[config.mk]
export PLATFORM = sky130hd
export DESIGN_NAME = contador_regressivo_bcd
export DESIGN_NICKNAME = d
export VERILOG_FILES = /design/src/rtl/contador_regressivo_bcd.sv
export SDC_FILE = /design/constraint.sdc
export NUM_CORES = 1
export LEC_CHECK = 0
export ABC_AREA = 1
export ABC_CLOCK_PERIOD_IN_PS = 2650
export CAP_MARGIN = 20
export CORE_UTILIZATION = 48
export DETAILED_ROUTE_END_ITERATION = 7
export GPL_ROUTABILITY_DRIVEN = 1
export PLACE_DENSITY = 0.82
export SYNTH_ARGS = -nofsm -noshare
export SYNTH_HDL_FRONTEND = slang
export SYNTH_SLANG_ARGS = --single-unit
export TNS_END_PERCENT = 20
[constraint.sdc]
create_clock -name clk -period 2.65 [get_ports clk]
set_input_delay 0.53 -clock clk [delete_from_list [all_inputs] [get_ports clk]]
set_output_delay 0.53 -clock clk [all_outputs]
set_load 0.1 [all_outputs]
[src/rtl/contador_regressivo_bcd.sv]
// rtl/contador_regressivo_bcd.sv - multi-digit BCD countdown timer, optional auto-reload via CONTADOR_REGRESSIVO_RELOAD_EN
module contador_regressivo_bcd #(
  parameter int DIGITS = 2
) (
  input  logic                clk,
  input  logic                reset,
  input  logic                enable,
  input  logic                load,
  input  logic [4*DIGITS-1:0] load_value,
  output logic [4*DIGITS-1:0] count,
  output logic                zero,
  output logic                done,
  output logic                running
);

  localparam int W = 4 * DIGITS;

  typedef enum logic [1:0] {
    S_IDLE    = 2'd0,
    S_RUN     = 2'd1,
    S_EXPIRED = 2'd2
  } state_t;

  state_t         r_state, w_state_nxt;
  logic [W-1:0]   r_count, w_count_nxt;
  logic [W-1:0]   w_clamped;
  logic [W-1:0]   w_dec;
  logic           r_done, w_done_nxt;
`ifdef CONTADOR_REGRESSIVO_RELOAD_EN
  logic [W-1:0]   r_reload, w_reload_nxt;
`endif

  // Clamp every preset nibble to a legal BCD digit (A-F saturate at 9)
  always_comb begin
    w_clamped = '0;
    for (int i = 0; i < DIGITS; i++) begin
      w_clamped[4*i +: 4] = (load_value[4*i +: 4] > 4'd9) ? 4'd9 : load_value[4*i +: 4];
    end
  end

  // BCD decrement: zero digits wrap to 9 and pass the borrow upward
  always_comb begin
    logic v_borrow;
    w_dec    = r_count;
    v_borrow = 1'b1;
    for (int i = 0; i < DIGITS; i++) begin
      if (v_borrow) begin
        if (r_count[4*i +: 4] == 4'd0) begin
          w_dec[4*i +: 4] = 4'd9;
        end else begin
          w_dec[4*i +: 4] = r_count[4*i +: 4] - 4'd1;
          v_borrow        = 1'b0;
        end
      end
    end
  end

  // Next-state logic: load wins over enable; expiry raises done for one edge
  always_comb begin
    w_state_nxt  = r_state;
    w_count_nxt  = r_count;
    w_done_nxt   = 1'b0;
`ifdef CONTADOR_REGRESSIVO_RELOAD_EN
    w_reload_nxt = r_reload;
`endif
    if (load) begin
      w_count_nxt  = w_clamped;
`ifdef CONTADOR_REGRESSIVO_RELOAD_EN
      w_reload_nxt = w_clamped;
`endif
      w_state_nxt  = (w_clamped != '0) ? S_RUN : S_EXPIRED;
    end else begin
      case (r_state)
        S_RUN: begin
          if (enable) begin
            w_count_nxt = w_dec;
            if (w_dec == '0) begin
              w_state_nxt = S_EXPIRED;
              w_done_nxt  = 1'b1;
            end
          end
        end
        S_EXPIRED: begin
`ifdef CONTADOR_REGRESSIVO_RELOAD_EN
          // A zero reload value leaves the timer parked in EXPIRED
          if (enable && (r_reload != '0)) begin
            w_count_nxt = r_reload;
            w_state_nxt = S_RUN;
          end
`else
          w_count_nxt = r_count;
`endif
        end
        default: begin
          w_state_nxt = r_state;
        end
      endcase
    end
  end

  // State, count and pulse registers with immediate asynchronous clear
  always_ff @(posedge clk or negedge reset) begin
    if (!reset) begin
      r_state  <= S_IDLE;
      r_count  <= '0;
      r_done   <= 1'b0;
`ifdef CONTADOR_REGRESSIVO_RELOAD_EN
      r_reload <= '0;
`endif
    end else begin
      r_state  <= w_state_nxt;
      r_count  <= w_count_nxt;
      r_done   <= w_done_nxt;
`ifdef CONTADOR_REGRESSIVO_RELOAD_EN
      r_reload <= w_reload_nxt;
`endif
    end
  end

  assign count   = r_count;
  assign zero    = (r_count == '0);
  assign done    = r_done;
  assign running = (r_state == S_RUN);

endmodule

==> results_dict.tcl <==
set metrics [dict create \
    portBuffers 22 \
    n_antenna_cell 0 \
    syn_area_um2 734.5 \
    nets 138 \
    ys_seq_elements 11 \
    timing.hold.ws_ns 0.5112 \
    tightest_slew_ns 0.4857 \
    synth.largest_area_cell "dfrtp_1" \
    grt_pass1_vias 652 \
    top_level_ports 23 \
    worst-path-buf-inv 1 \
    cts_hold_buffers 0 \
    drv_cap 0 \
    die_h_um 41.12 \
    h-tree-depth 1 \
    drv_slew 0 \
    fp.dieW_um 41.12 \
    power_mw 0.6892 \
    hold_viol_final 0 \
    post_cts_buffers 0 \
    vias_per_cell 5.314 \
    status "finished clean" \
    cts.clk_slew.worst_paths_ns 0.07 \
    first_pass_iters 4 \
    drc 0 \
    cp_data_required_time_ns 2.12 \
    rsz0062_at_grt "false" \
    cts_buffers 3 \
    fillers 125 \
    fin_crit_sh 0.7517 \
    postSynthCellCount 101 \
    synth_warnings 0 \
    design.core.area_mm2 0.001366 \
    synth_area_leaders "dfrtp_1, nand2_1, inv_1" \
    area_growth_pct 31.01 \
    ant_nets 0 \
    path_max_fanout 5 \
    syn-mean-instance-area_um2 7.272 \
    initial_core_util 0.5375 \
    overflow 0 \
    p_leak_nw 0.4543 \
    cts_num_sinks 11 \
    relSlewSlack 0.6752 \
    cp_slowest_stage_delay_ns 0.45 \
    post_cts_resized 0 \
    wl_um 1678 \
    clk_latency_ns 0.27 \
    fin_skew_ns 0.005912 \
    rows 13 \
    track_usage 0.2373 \
    layout-drive-gt1-share 0.2320 \
    grt_pass1_wl_um 2559 \
    cts_max_path_buffers 2 \
    cp_cell_sequence "nor2_4, nand2_2, nor2_2, buf_4" \
    drt_iter0_drc 30 \
    grt_max_degree 13 \
    cp_top_family "flip-flops" \
    gp_congestion 0.8620 \
    period_minus_slack_ns 1.992 \
    cts_tree "built" \
    syn_nets 113 \
    vias 744 \
    setup_viol 0 \
    root_buffer "clkbuf_4" \
    postLayoutCoreUtil 0.7042 \
    crit_path_top_delay_cell "dfrtp_1" \
    place_hpwl_um 1392 \
    startpoint_type "register" \
    synthDominantCellAreaShare 0.3748 \
    powerDensity_mw_per_mm2 716.3 \
    synth_cell_types 25 \
    setup_tns_ns 0 \
    ir_drop_v 0.0004615 \
    die_area_mm2 0.001690 \
    criticalPathCategory "register to primary output" \
    fmax_mhz 502.0 \
    antenna_found_initial 0 \
    arrival_ns 1.46 \
    ys_seq_area_frac 0.3748 \
    min_path_type "register to register" \
    wl_per_cell_um 11.99 \
    cp-end-kind "primary output" \
]
synthesized netlist by cell type:
master and count:
a211oi_1 1, a21oi_1 6, a21oi_2 1, a22oi_1 1
a31oi_1 2, buf_2 1, buf_4 1, clkinv_2 1
dfrtp_1 11, inv_1 12, nand2_1 18, nand2_2 4
nand3_1 6, nand3_2 1, nand4_1 1, nor2_1 12
nor2_4 3, nor3_1 2, nor3_2 1, o21ai_0 8
o21ai_1 3, o21ai_2 2, o31ai_1 1, or2_1 1
or2_2 1
worst paths after layout:
check,start,cells past startpoint,endpoint,slack (ns)
worst min register to register,r_state[0],2,r_state[0],0.51
worst min-delay path,r_state[0],2,r_state[0],0.51
worst max register to register,count[1],8,r_state[1],1.22
max in group asynchronous,reset,1,count[5],1.73
min in group asynchronous,reset,1,count[0],0.58
worst max-delay path,count[1],4,zero,0.66
placed cells by master (no fill, tap or decap):
cell type / Yosys / final
nand2_2: 4 / 4
dfrtp_1: 11 / 11
nand3_2: 1 / 1
nand4_1: 1 / 1
a21oi_1: 6 / 6
nor2_1: 12 / 11
a31oi_1: 2 / 2
or2_2: 1 / 1
clkdlybuf4s50_1: 0 / 11
nor2_4: 3 / 3
o31ai_1: 1 / 1
a211oi_1: 1 / 1
o21ai_1: 3 / 3
buf_4: 1 / 11
clkbuf_1: 0 / 1
nor3_1: 2 / 2
nor3_2: 1 / 1
a21oi_2: 1 / 1
a22oi_1: 1 / 1
nand3_1: 6 / 6
nand2_1: 18 / 18
or2_1: 1 / 1
clkinv_2: 1 / 1
nor2_2: 0 / 1
inv_1: 12 / 12
o21ai_2: 2 / 2
o21ai_0: 8 / 8
clkbuf_4: 0 / 3
flip-flops by register name, indices dropped and copies added (netlist names):
| name | count |
|---|---|
| r_state | 2 |
| count | 8 |
| done | 1 |
area by class of cell:
class	count	area (µm²)	share of cell area
well taps	15	18.77	0.01951
repair buffers	22	192.7	0.2003
inverters	13	50.05	0.05202
multi-input cells	75	399.1	0.4148
clock buffers	4	26.28	0.02731
flip-flops and latches	11	275.3	0.2861
power breakdown:
group / switching [mW] / leakage, nW / internal (mW)
Sequential: 0.0326 / 0.132 / 0.191
Clock: 0.0568 / 0.0150 / 0.0583
Combinational: 0.265 / 0.307 / 0.0853
tightest hold or removal path, cell delays in order, from the launching register on:
cell and delay, ns:
dfrtp_1 0.34, nand3_1 0.08, nand2_1 0.06
cell families (layout without fill, tap and decap cells):
family                 Yosys count  after routing  share of synthesized area
AOI/OAI and AO/OA               25             25                     0.1993
buffers and inverters           15             39                    0.08517
DFF                             11             11                     0.3748
and+or+nand+nor                 50             50                     0.3407
metrics by stage:
step / setup WS (ns) / instance area [µm²] / instances
final: 0.6581 / 962.2 / 140
after global routing: 0.5745 / 962.2 / 140
after CTS: 0.6574 / 962.2 / 140
after detailed placement: 0.5537 / 935.9 / 136
after global placement: 0.6271 / 935.9 / 136
after floorplan: 0.1209 / 737.0 / 101
routing by layer:
layer / track usage / wire length, µm / part of all wire
met2: 0.3789 / 802 / 0.48
met5: 0 / 0 / 0
met1: 0.3056 / 805 / 0.48
met4: 0.1290 / 20 / 0.012
met3: 0.03261 / 49 / 0.029
(Power assumes the default switching activity.)
